**config.mk**
```make
export PLATFORM = sky130hd
export DESIGN_NAME = tone_voice_scheduler
export DESIGN_NICKNAME = d
export VERILOG_FILES = /design/src/rtl/tone_voice_scheduler.sv
export SDC_FILE = /design/constraint.sdc
export NUM_CORES = 1
export LEC_CHECK = 0
export ABC_AREA = 0
export CORE_MARGIN = 10
export CORE_UTILIZATION = 54
export CTS_CLUSTER_SIZE = 12
export DETAILED_ROUTE_END_ITERATION = 10
export GPL_ROUTABILITY_DRIVEN = 0
export PLACE_DENSITY = 0.85
export RECOVER_POWER = 50
export SLEW_MARGIN = 20
export SYNTH_ARGS = -nofsm -noshare
export SYNTH_HDL_FRONTEND = slang
export SYNTH_SLANG_ARGS = --single-unit
```
**constraint.sdc**
```tcl
create_clock -name i_clk -period 3.7 [get_ports i_clk]
set_clock_uncertainty 0.15 [all_clocks]
set_input_delay 0.74 -clock i_clk [delete_from_list [all_inputs] [get_ports i_clk]]
set_output_delay 0.74 -clock i_clk [all_outputs]
set_load 0.02 [all_outputs]
```
**src/rtl/tone_voice_scheduler.sv**
```systemverilog
// Time-multiplexed sawtooth voice generator and stereo mixer.
// Define TONE_PAN_EN to add per-voice left/right pan.
module tone_voice_scheduler #(
    parameter int NUM_VOICES = 4,
    parameter int VW         = $clog2(NUM_VOICES)
) (
    input  logic            i_clk,
    input  logic            i_rst,
    input  logic            i_sample_req,
    input  logic            i_cfg_we,
    input  logic [VW-1:0]   i_cfg_addr,
    input  logic [15:0]     i_cfg_fcw,
    input  logic            i_cfg_en,
`ifdef TONE_PAN_EN
    input  logic [1:0]      i_cfg_pan,
`endif
    input  logic            i_ovr_clr,
    output logic [31:0]     o_sample,
    output logic            o_sample_valid,
    output logic            o_busy,
    output logic            o_overrun
);

    localparam int SW = 16 + VW;

    typedef enum logic [1:0] {
        S_IDLE = 2'd0,
        S_RUN  = 2'd1,
        S_DONE = 2'd2
    } state_t;

    state_t                r_state;
    state_t                w_state_nxt;

    logic [VW-1:0]         r_idx;
    logic [15:0]           r_phase [NUM_VOICES];
    logic [15:0]           r_fcw   [NUM_VOICES];
    logic [NUM_VOICES-1:0] r_en;
    logic signed [SW-1:0]  r_sum_l;

    logic                  w_last;
    logic                  w_start;
    logic [15:0]           w_cur_phase;
    logic [15:0]           w_cur_fcw;
    logic                  w_cur_en;
    logic [15:0]           w_wave;
    logic signed [SW-1:0]  w_wave_ext;
    logic                  w_take_l;
    logic signed [SW-1:0]  w_sum_l_nxt;
    logic [15:0]           w_out_l;
    logic [15:0]           w_out_r;

`ifdef TONE_PAN_EN
    logic [1:0]            r_pan [NUM_VOICES];
    logic signed [SW-1:0]  r_sum_r;
    logic                  w_take_r;
    logic signed [SW-1:0]  w_sum_r_nxt;
`endif

    assign w_last      = (r_idx == VW'(NUM_VOICES - 1));
    assign w_start     = (r_state == S_IDLE) && i_sample_req;
    assign w_cur_phase = r_phase[r_idx];
    assign w_cur_fcw   = r_fcw[r_idx];
    assign w_cur_en    = r_en[r_idx];

    // Flipping the MSB turns the unsigned phase ramp into a two's-complement saw.
    assign w_wave      = w_cur_phase ^ 16'h8000;
    assign w_wave_ext  = {{VW{w_wave[15]}}, w_wave};

`ifdef TONE_PAN_EN
    assign w_take_l    = w_cur_en && r_pan[r_idx][1];
    assign w_take_r    = w_cur_en && r_pan[r_idx][0];
    assign w_sum_l_nxt = r_sum_l + (w_take_l ? w_wave_ext : '0);
    assign w_sum_r_nxt = r_sum_r + (w_take_r ? w_wave_ext : '0);
    assign w_out_l     = 16'(w_sum_l_nxt >>> VW);
    assign w_out_r     = 16'(w_sum_r_nxt >>> VW);
`else
    assign w_take_l    = w_cur_en;
    assign w_sum_l_nxt = r_sum_l + (w_take_l ? w_wave_ext : '0);
    assign w_out_l     = 16'(w_sum_l_nxt >>> VW);
    assign w_out_r     = w_out_l;
`endif

    always_ff @(posedge i_clk) begin
        if (i_rst) begin
            r_state <= S_IDLE;
        end else begin
            r_state <= w_state_nxt;
        end
    end

    always_comb begin
        w_state_nxt    = r_state;
        o_busy         = 1'b0;
        o_sample_valid = 1'b0;
        case (r_state)
            S_IDLE: begin
                if (i_sample_req) begin
                    w_state_nxt = S_RUN;
                end
            end
            S_RUN: begin
                o_busy = 1'b1;
                if (w_last) begin
                    w_state_nxt = S_DONE;
                end
            end
            S_DONE: begin
                o_busy         = 1'b1;
                o_sample_valid = 1'b1;
                w_state_nxt    = S_IDLE;
            end
            default: begin
                w_state_nxt = S_IDLE;
            end
        endcase
    end

    // Sweep datapath: the final sum is folded straight into o_sample so the
    // result is already visible in the DONE cycle.
    always_ff @(posedge i_clk) begin
        if (i_rst) begin
            r_idx    <= '0;
            r_sum_l  <= '0;
`ifdef TONE_PAN_EN
            r_sum_r  <= '0;
`endif
            o_sample <= '0;
            for (int v = 0; v < NUM_VOICES; v++) begin
                r_phase[v] <= '0;
            end
        end else if (w_start) begin
            r_idx    <= '0;
            r_sum_l  <= '0;
`ifdef TONE_PAN_EN
            r_sum_r  <= '0;
`endif
        end else if (r_state == S_RUN) begin
            r_idx   <= r_idx + VW'(1);
            r_sum_l <= w_sum_l_nxt;
`ifdef TONE_PAN_EN
            r_sum_r <= w_sum_r_nxt;
`endif
            if (w_cur_en) begin
                r_phase[r_idx] <= w_cur_phase + w_cur_fcw;
            end
            if (w_last) begin
                o_sample <= {w_out_l, w_out_r};
            end
        end
    end

    // Config registers; the sweep reads the pre-write value in the write cycle.
    always_ff @(posedge i_clk) begin
        if (i_rst) begin
            r_en <= '0;
            for (int v = 0; v < NUM_VOICES; v++) begin
                r_fcw[v] <= '0;
`ifdef TONE_PAN_EN
                r_pan[v] <= 2'b11;
`endif
            end
        end else if (i_cfg_we) begin
            r_fcw[i_cfg_addr] <= i_cfg_fcw;
            r_en[i_cfg_addr]  <= i_cfg_en;
`ifdef TONE_PAN_EN
            r_pan[i_cfg_addr] <= i_cfg_pan;
`endif
        end
    end

    always_ff @(posedge i_clk) begin
        if (i_rst) begin
            o_overrun <= 1'b0;
        end else if (i_sample_req && (r_state != S_IDLE)) begin
            o_overrun <= 1'b1;
        end else if (i_ovr_clr) begin
            o_overrun <= 1'b0;
        end
    end

endmodule

```
# Word-level counts from Yosys, hierarchy flattened

Memory sizes are Yosys's and may differ from the RTL's. A register that Yosys moved wholly into a read port is not among the register bits.
Cells that the tools add are included.

Bits in writable memories: 128
Word-level logic and storage cells: 66
Memories kept: 2
Bits in registers: 59
Output and inout port bits: 35

Reductions and logical operators: 12
Equality and inequality tests: 5
Order comparisons: 3
Mux-type cells: 33
Add/subtract/negate cells: 3
Bitwise operators: 2

Memory list:

| memory  | depth | width | rd ports | clocked after memory_dff | wr ports | RTL line | RTL |
|---|---|---|---|---|---|---|---|
| r_fcw   | 4     | 16    | 1        | 1                        | 4        | 37       | `logic [15:0] r_fcw [NUM_VOICES];` |
| r_phase | 4     | 16    | 1        | 1                        | 4        | 36       | `logic [15:0] r_phase [NUM_VOICES];` |

Operator list:

| operator            | number |
|---|---|
| $mux 16             | 2 |
| $reduce_or 16->1    | 2 |
| $add 18x18->18      | 1 |
| $mux 1              | 18 |
| $mux 18             | 1 |
| $add 16x16->16      | 1 |
| $mux 2              | 8 |
| $lt 2x3->1 const B  | 2 |
| $bwmux 4            | 1 |
| $eq 2x2->1 const B  | 2 |
| $ne 2x2->1 const B  | 2 |
| $pmux 2 s2          | 1 |
| $reduce_bool 2->1   | 2 |
| $reduce_or 2->1     | 2 |
| $logic_and 1x1->1   | 3 |
| $reduce_and 3->1    | 1 |
| $add 2x1->2 const B | 1 |
| $bmux 1 s2          | 1 |
| $demux 1 s2         | 1 |
| $eq 2x1->1 const B  | 1 |
| $ge 2x1->1 const B  | 1 |
| $logic_not 2->1     | 1 |
| $not 1->1           | 2 |
| $reduce_and 2->1    | 1 |

# Longest topological paths before layout

Word-level depth: 9
Gate-level depth with buffers: 14
Mapped depth without buffers: 12

# Worst setup path before layout

No wires, ideal clock.

Kind: reg2reg
Start point: register (tool-made name)
End point: memory r_phase[0][14] (data pin)
Stages on the path, launching flop included: 13
Path buffers: 3
Required time: 3.285 ns
Arrival: 3.128 ns
Clock period less this slack: 3.543 ns
Path slack: 0.157 ns
Path through: dfxtp_1 -> buf_2 -> buf_2 -> buf_2 -> mux4_2 -> ha_1 -> a21o_1 -> a21o_1 -> a21oi_1 -> a21boi_0 -> o31ai_1 -> xnor2_1 -> nor2_1

RTL lines:

| element   | RTL line |
|---|---|
| to (decl) | 36 |

==> results.sh <==
export IMPL_via_per_inst=5.89
export IMPL_path_max_fanout=22
export IMPL_ir_drop_mv=0.384
export IMPL_required_ns=3.68
export IMPL_synth_cells=820
export IMPL_dpl_hpwl_um=15000
export IMPL_nets=936
export IMPL_ant_nets=0
export IMPL_vias=6522
export IMPL_antenna_found_initial=0
export IMPL_finalCriticalPeriod_ns=3.54
export IMPL_critPathKind="input pin to register"
export IMPL_synth_area_sq_um=9040
export IMPL_synthFlopType="edfxtp_1"
export IMPL_area_growth_pct=15.3
export IMPL_synth_top_area_frac=0.425
export IMPL_period_share=0.956
export IMPL_hold_ws_ns=0.316
export IMPL_drtIter0Drc=549
export IMPL_clk_insertion_delay_late_ns=0.44
export IMPL_chipWidth_um=149
export IMPL_grt_pass1_wl_um=33500
export IMPL_rsz0062_at_grt="no"
export IMPL_route_detailed_drc=0
export IMPL_finalHoldViolations=0
export IMPL_arrival_ns=3.51
export IMPL_drv_slew=0
export IMPL_yosysUniqueCellTypes=61
export IMPL_setup_viol_count_final=0
export IMPL_finalSetupTns_ns=0
export IMPL_grt_max_degree=23
export IMPL_cts_tree="done"
export IMPL_cts_hold_buf=0
export IMPL_track_usage=0.193
export IMPL_port_buffers=58
export IMPL_cts_sinks=173
export IMPL_met3WireLength_um=1670
export IMPL_yosys_top_cells_area="edfxtp_1 43%, dfxtp_1 10%, mux4_2 8.2%"
export IMPL_core_area_sq_um=16500
export IMPL_synth_common_cells="147 x nor2_1, 128 x edfxtp_1, 77 x nand2_1"
export IMPL_rows=47
export IMPL_path_clk_slew_ns=0.07
export IMPL_synth_warnings=0
export IMPL_maxCapViolCount=0
export IMPL_die_area_sq_um=22300
export IMPL_highest_layer="met4"
export IMPL_htreeDepth=4
export IMPL_end_kind="register"
export IMPL_hold_path_class="register to register"
export IMPL_dr_pass1_iters=6
export IMPL_worst_slew_pin_slew_ns=1.22
export IMPL_dp_cells=1075
export IMPL_nFillCells=1296
export IMPL_wl_met2_um=10300
export IMPL_die_h_um=149
export IMPL_synth_top_cell_by_area="edfxtp_1"
export IMPL_synth_seq_cells=173
export IMPL_async_reset_ff_frac=0
export IMPL_finalInstanceArea_sq_um=10400
export IMPL_cts_max_path_buffers=2
export IMPL_outcome="complete, no violations"
export IMPL_start_util=0.547
export IMPL_cp_start_kind="input pin"
export IMPL_routedWlPerCell_um=18.9
export IMPL_p_leak_nw=4.22
export IMPL_clock_fmax_mhz=283
export IMPL_fin_util=0.631
export IMPL_avgSynthCellArea_sq_um=11.0
export IMPL_cts_buffers=17
export IMPL_drive_above_1_share=0.118
export IMPL_routed_wl_um=20900
export IMPL_n_antenna_cell=0
export IMPL_grt_pass1_vias=6433
export IMPL_clock_root_buffer="clkbuf_16"
export IMPL_syn_nets=882
export IMPL_yosysMostFrequentCell="nor2_1"
export IMPL_io_pins=59
export IMPL_grt_overflow=0
export IMPL_powerDensity_nw_per_um2=432
export IMPL_wl_met1_um=8580
export IMPL_synth_edff_count=128
export IMPL_dpl_cell_area_sq_um=9880
export IMPL_instances_no_fill=1107
export IMPL_synth_seq_area_share=0.525
export IMPL_slew_headroom=0.185
## kinds of logic (layout without fill, tap and decap cells)
logic type,count (synthesis),after routing,share of synthesized area
AO/OA/AOI/OAI,123,123,0.0873
XOR/XNOR,26,26,0.0275
adder cells (fa/ha/maj),38,38,0.0542
buffers and inverters,92,159,0.0473
flip-flops,173,173,0.525
multiplexers,51,51,0.102
AND/OR/NAND/NOR,317,317,0.157
## flip-flops by register name, summed over array words and instances, names as in the netlist, named ones only
register,flops
r_fcw,64
r_sum_l,18
r_state,2
r_idx,2
o_sample,16
o_overrun,1
r_en,4
r_phase,64
## per-stage QoR
| step | worst slack, ns | power (mW) |
|---|---|---|
| final | 0.162 | 4.50 |
| after floorplan | 0.157 | 2.65 |
| after global placement | 0.251 | 2.81 |
| after global routing | 0.0100 | 4.68 |
| after detailed placement | 0.155 | 2.83 |
| after CTS | 0.125 | 4.52 |
## layer usage
layer	vias to the layer above	track usage
met3	35	0.0458
li1	3049	-
met4	0	0.0672
met2	297	0.325
met5	-	0
met1	3141	0.237
## final cells by class
type | instances | area (sq um) | share of cell area
Timing Repair Buffer | 94 | 847 | 0.0813
Inverter | 33 | 124 | 0.0119
Multi-Input combinational cell | 555 | 3870 | 0.371
Tap cell | 220 | 275 | 0.0264
Sequential cell | 173 | 4750 | 0.456
Clock buffer | 19 | 454 | 0.0436
Clock inverter | 13 | 104 | 0.00996
## where the power goes
part,internal [mW],switching [mW],leakage (nW),total (mW)
Clock,0.911,0.794,0.269,1.70
Sequential,2.17,0.0339,1.65,2.20
Combinational,0.230,0.365,2.30,0.595
## cells in the final DEF, fill, tap and decap left out, drive strengths merged, types with 5 or more instances in the layout
cell type	count
a21o	15
a21oi	34
a31oi	7
and2	19
and3	5
buf	28
clkbuf	27
clkdlybuf4s50	22
clkinv	5
dfxtp	45
dlygate4sd3	36
edfxtp	128
ha	36
inv	38
mux2i	18
mux4	33
nand2	77
nand3	21
nand4	7
nor2	148
nor3	10
nor4	5
o211ai	5
o21ai	28
o31ai	6
or3	6
xnor2	17
xor2	8
## worst paths after layout
kind               endpoint  cells after the start  slack [ns]        start
max            r_fcw[2][13]                      5        0.16        i_rst
min             r_sum_l[15]                      2        0.32  r_sum_l[15]
max reg2reg  r_phase[1][14]                     10        0.20     register
min reg2reg     r_sum_l[15]                      2        0.32  r_sum_l[15]
## critical path: stages
cell and delay, ns:
dlygate4sd3_1 0.56, clkbuf_1 0.91, inv_1 0.49, nand2_1 0.47
clkbuf_2 0.33
## timing repair
action | in CTS | in global routing
buffers inserted | 0 | 0
hold endpoints to repair | 0 | 0
setup endpoints to repair | 0 | 8
gates resized for setup | 0 | 2
(Power assumes the default switching activity.)
